===== src/rtl/sat_counter.sv =====
// Saturating up-counter with synchronous clear; holds at all-ones instead of wrapping.
module sat_counter #(
  parameter int CNT_W = 16
) (
  input  logic             clk,
  input  logic             rst_n,
  input  logic             inc,
  input  logic             clr,
  output logic [CNT_W-1:0] cnt
);

  function automatic logic [CNT_W-1:0] sat_inc(input logic [CNT_W-1:0] v);
    return (v == {CNT_W{1'b1}}) ? v : v + 1'b1;
  endfunction

  always_ff @(posedge clk or negedge rst_n) begin
    if (!rst_n)   cnt <= '0;
    else if (clr) cnt <= '0;
    else if (inc) cnt <= sat_inc(cnt);
  end

endmodule


===== config.mk =====
export PLATFORM = sky130hd
export DESIGN_NAME = sat_counter
export DESIGN_NICKNAME = d
export VERILOG_FILES = /design/src/rtl/sat_counter.sv
export SDC_FILE = /design/constraint.sdc
export NUM_CORES = 1
export LEC_CHECK = 0
export CAP_MARGIN = 30
export CORE_MARGIN = 8
export CORE_UTILIZATION = 52
export CTS_BUF_LIST = sky130_fd_sc_hd__clkbuf_16
export CTS_CLUSTER_DIAMETER = 100
export DETAILED_ROUTE_END_ITERATION = 7
export MAX_ROUTING_LAYER = met4
export PLACE_DENSITY = 0.81
export SYNTH_ARGS = -nofsm -noshare
export SYNTH_HDL_FRONTEND = slang
export SYNTH_SLANG_ARGS = --single-unit

===== constraint.sdc =====
create_clock -name clk -period 4.15 [get_ports clk]
set_input_delay 1.245 -clock clk [delete_from_list [all_inputs] [get_ports clk]]
set_output_delay 1.245 -clock clk [all_outputs]
set_load 0.05 [all_outputs]

# Yosys cells after proc, flatten, opt, wreduce, memory -nomap -nowiden
# Cells that the tools add are included.
totals:
  regBits: 16
  input_bits: 4
  out_inout_bits: 16
classes:
  addsub: 1
  eq_ne: 2
  muxes: 3
  reduce_logical: 2
op_table:
  columns: ["operator", "count"]
  rows:
  - ["16-bit two-way mux", 3]
  - ["16-bit by 1-bit adder with 16-bit output (second input constant)", 1]
  - ["16-bit equality test (second input constant)", 1]
  - ["2-bit inequality test (second input constant)", 1]
  - ["2-bit AND reduction", 1]
  - ["2-bit nonzero test", 1]

# Depth between registers and ports, before layout
depth:
  word_depth: 4
  mapped_depth: 5
  mapped_depth_nobuf: 5

# Least setup slack after synthesis
# No wires, ideal clock.
synth_path:
  kind: "input to register"
  start: "input inc"
  end: "register cnt[15]"
  setup_ns: 0.120
  t_arrival_ns: 2.237
  required_ns: 4.030
  path_slack_ns: 1.792
  cell_stages: 4
  n_path_buf: 0
  path_cell_list: "and4_1 > nand4_1 > or4_1 > o211a_1"
synth_between:
  elab_chain_len: 2
synth_rtl:
  columns: ["element", "line_no", "text"]
  rows:
  - ["from (decl)", "7", "input logic inc,"]
  - ["2-bit nonzero test (no line)", null, null]
  - ["2-bit AND reduction (no line)", null, null]
  - ["to (signal assigned)", "19", "else if (inc) cnt <= sat_inc(cnt);"]
  - ["to (decl)", "9", "output logic [CNT_W-1:0] cnt"]
# No other way between the ends.
# A chain may end at the register's enable or synchronous reset.

# Final worst setup path
# Ends and elaborated chain as after synthesis.

==> results.env <==
N_FILL_CELL=126
FP-ROW-COUNT=15
AVG_SYNTHESIZED_CELL_AREA_UM2=9.83
POSTCTSHOLDBUFS=0
GRT_FIRST_PASS_WIRELENGTH_MM=3.89
SYNTH_TOP_FAMILY_BY_AREA='simple AND/OR/NAND/NOR gates'
FLOORPLAN.IO_PINS=20
FINALINSTANCEAREA_UM2=1180
LARGEST_REGISTER_FFS=16
SYNTH_MUX_AREA_FRAC=0.0401
TIMING_HOLD_VIOLATIONS_FINAL=0
FINAL_MIN_PERIOD_OVER_CLOCK_PERIOD=0.690
YOSYS_TOP_CELL_AREA_SHARE=0.443
FLOORPLAN.DIE.HEIGHT_UM=57.7
WL_MET1_UM=975
CTSROOTBUFFERMASTER='clkbuf_16'
DR.PASS1.ITERS=4
WORST-ENDPOINT-ARRIVAL_NS=2.99
TRITONCTS_NUM_SINKS=16
DRT-INITIAL-DRC-COUNT=19
YS_SEQ_ELEMENTS=16
STATUS='complete, no violations'
WORST-ENDPOINT-REQUIRED_NS=4.28
DRT-TOTAL-WL_MM=2.31
AREA_OCCUPIED_BY_REGISTERS_UM2=400
POST_SYNTH_FA_HA_MAJ_AREA_FRACTION=0.0138
CRITPATHKIND='input pin to register'
MIN_PERIOD_NS=2.86
TNS_NS=0
AREA_AFTER_DETAILED_PLACEMENT_UM2=1110
NUMPORTBUFFERS=19
TIMING.MAX_SLEW.REL_SLACK=0.512
CTS_MAX_LEVEL=1
INITIAL_UTILIZATION=0.536
SYNTH_XOR_XNOR_AREA_SHARE=0
CTS.REPAIR_TIMING.SETUP_BUFFER_COUNT=0
GR-TOTAL-OVERFLOW=0
SYNTHESIS.AREA_UM2=905
CTS.CLK_SLEW.WORST_PATHS_NS=0.05
SYNTH_FP_NETS=97
WL_MET2_MM=1.15
FLOW.AREA_GROWTH_FROM_SYNTHESIS_PCT=30.8
WORST_SETUP_PATH_START_KIND='input pin'
WORST-SLEW-PIN-TRANSITION_NS=0.729
CORE_UM2=1690
LAYOUT-DRIVE-GT1-SHARE=0.0625
CRIT_PATH_MAX_FANOUT=7
SYNTH_WARNINGS=0
FINALSETUPVIOLCOUNT=0
MULTI_INPUT_AREA_UM2=485
CTS_BUFFERS=3
GRT_SETUP_UNREPAIRED='no'
END_KIND='register'
DIE_WIDTH_UM=57.7
VIA_COUNT=856
SYNTH_COMPOUND_AREA_FRAC=0.177
CLK-INSERTION-DELAY-LATE_NS=0.24
CTSLONGESTPATHBUFFERS=2
GP_CONGESTION=0.833
FMAX_MHz=349
WL_MET3_UM=130
FIN_UTIL=0.701
FINAL_NETS=119
CTS_TREE='done'
DIE_AREA_UM2=3330
CLOCK_SKEW_NS=0.00248
TOTALPOWERFINAL_uW=369
GRT_PASS1_VIAS=903
MAXIMUM_NUMBER_OF_PINS_ON_ONE_NET_BEFORE_GLOBAL_ROUTE_REPAIR=18
NUM_ANTENNA_CELLS=0
SYNTH_CELLS=92
P_LEAK_uW=0.000473
LARGESTREGISTERS='cnt: 16 flops'
NETLIST_TOP_CELLS_AREA='dfrtp_1 (44%), a21oi_1 (5.5%), or4_1 (5.0%)'
LARGEST-REGISTER='cnt'
SYNTH_TOP_CELL_BY_AREA='dfrtp_1'
PWR_DENSITY_CELL_nW_PER_UM2=311
CAP_VIOLATIONS=0
DETAIL_ROUTE.DRC_VIOLATIONS=0
WORST_IR_DROP_VDD_uV=228
POSTCTSRESIZEDCELLS=0
SEQUENTIAL_TO_TOTAL_AREA_SHARE_FROM_YOSYS_STAT=0.443
WORST_HOLD_PATH_TYPE='register to register'
SLEW_VIOL_FINAL=0
GRT_UTIL_ALL_LAYERS=0.152
VIA_CELL_RATIO=6.64
DP_HPWL_MM=1.65
SYNTH-SIMPLE-AREA-SHARE=0.306
FINAL_ANTENNA_NET_COUNT=0
YOSYSUNIQUECELLTYPES=31
TOPROUTINGLAYERUSED='met4'
WIRE_PER_INST_UM=17.9
ANTENNA_FOUND_INITIAL=0
-- layer usage --
layer / up-vias / global-route usage
li1: 405 / -
met1: 414 / 0.156
met2: 31 / 0.257
met3: 6 / 0.0331
met4: 0 / 0.0979
met5: - / -
-- final cells by class --
type | count | area share
Tap cell | 17 | 0.0180
Clock buffer | 3 | 0.0634
Timing Repair Buffer | 19 | 0.161
Sequential cell | 16 | 0.338
Multi-Input combinational cell | 71 | 0.410
Inverter | 3 | 0.00951
-- critical path, stage by stage --
cell             delay [ns]
clkdlybuf4s50_1        0.58
and4_1                 0.25
nand4_1                0.24
or4_1                  0.54
o211a_1                0.14
-- final timing paths --
path,startpoint,end,slack (ns),depth (start not counted)
worst max-delay path,inc,cnt[15]$_DFFE_PN0P_,1.29,5
worst min-delay path,cnt[14]$_DFFE_PN0P_,cnt[14]$_DFFE_PN0P_,0.56,1
worst max register to register,cnt[0]$_DFFE_PN0P_,cnt[0]$_DFFE_PN0P_,2.13,5
worst min register to register,cnt[14]$_DFFE_PN0P_,cnt[14]$_DFFE_PN0P_,0.56,1
max in group asynchronous,rst_n,cnt[7]$_DFFE_PN0P_,2.25,1
min in group asynchronous,rst_n,cnt[1]$_DFFE_PN0P_,1.44,1
-- report_power, final --
group          internal [uW]  leakage, uW  total [uW]  switching (uW)
Sequential               158     0.000222         162            3.44
Clock                    126    0.0000370         179            53.0
Combinational           9.90     0.000214        28.0            18.1
-- layout by cell type, fill, tap and decap left out --
master,count
a211oi_1,1
a21oi_1,10
a311oi_1,1
a41oi_1,1
and2_1,1
and3_1,1
and4_1,3
clkbuf_16,3
clkdlybuf4s50_1,19
dfrtp_1,16
ha_1,1
inv_1,3
mux2_1,1
mux2_4,1
mux2i_1,1
nand2_1,8
nand3_1,3
nand4_1,5
nand4_4,1
nor2_1,3
nor2b_1,2
nor2b_2,1
nor3_1,2
nor4_1,1
nor4_4,1
o211a_1,1
o21ai_0,4
o311ai_0,1
o31ai_1,5
o41ai_1,1
or3_1,4
or4_1,6
-- logic make-up (layout without fill, tap and decap cells) --
family	count (synthesis)	in the layout
mux	3	3
fa+ha+maj	1	1
simple gates	42	42
buf+inv	5	25
compound gates	25	25
flops	16	16
-- metrics by stage --
| stage | std cells | hold WS, ns | setup WS [ns] |
|---|---|---|---|
| after detailed placement | 126 | 0.536 | 1.09 |
| after global routing | 129 | 0.566 | 1.23 |
| final | 129 | 0.563 | 1.29 |
| after CTS | 129 | 0.549 | 1.32 |
| after floorplan | 92 | 0.810 | 1.79 |
| after global placement | 126 | 0.526 | 1.16 |
-- Yosys cell counts --
| cell | count |
|---|---|
| a41oi_1 | 1 |
| nand3_1 | 3 |
| mux2i_1 | 1 |
| clkbuf_1 | 2 |
| a211oi_1 | 1 |
| and4_1 | 3 |
| o41ai_1 | 1 |
| dfrtp_1 | 16 |
| a311oi_1 | 1 |
| and2_1 | 1 |
| ha_1 | 1 |
| or3_1 | 4 |
| nor2_1 | 3 |
| nand4_4 | 1 |
| nor4_1 | 1 |
| o21ai_0 | 4 |
| o31ai_1 | 5 |
| or4_1 | 6 |
| nor3_1 | 2 |
| o211a_1 | 1 |
| o311ai_0 | 1 |
| a21oi_1 | 10 |
| nor4_4 | 1 |
| nor2b_2 | 1 |
| nand2_1 | 8 |
| inv_1 | 3 |
| nand4_1 | 5 |
| mux2_4 | 1 |
| and3_1 | 1 |
| nor2b_1 | 2 |
| mux2_1 | 1 |
Note: power is estimated with default switching activity, not from simulation.
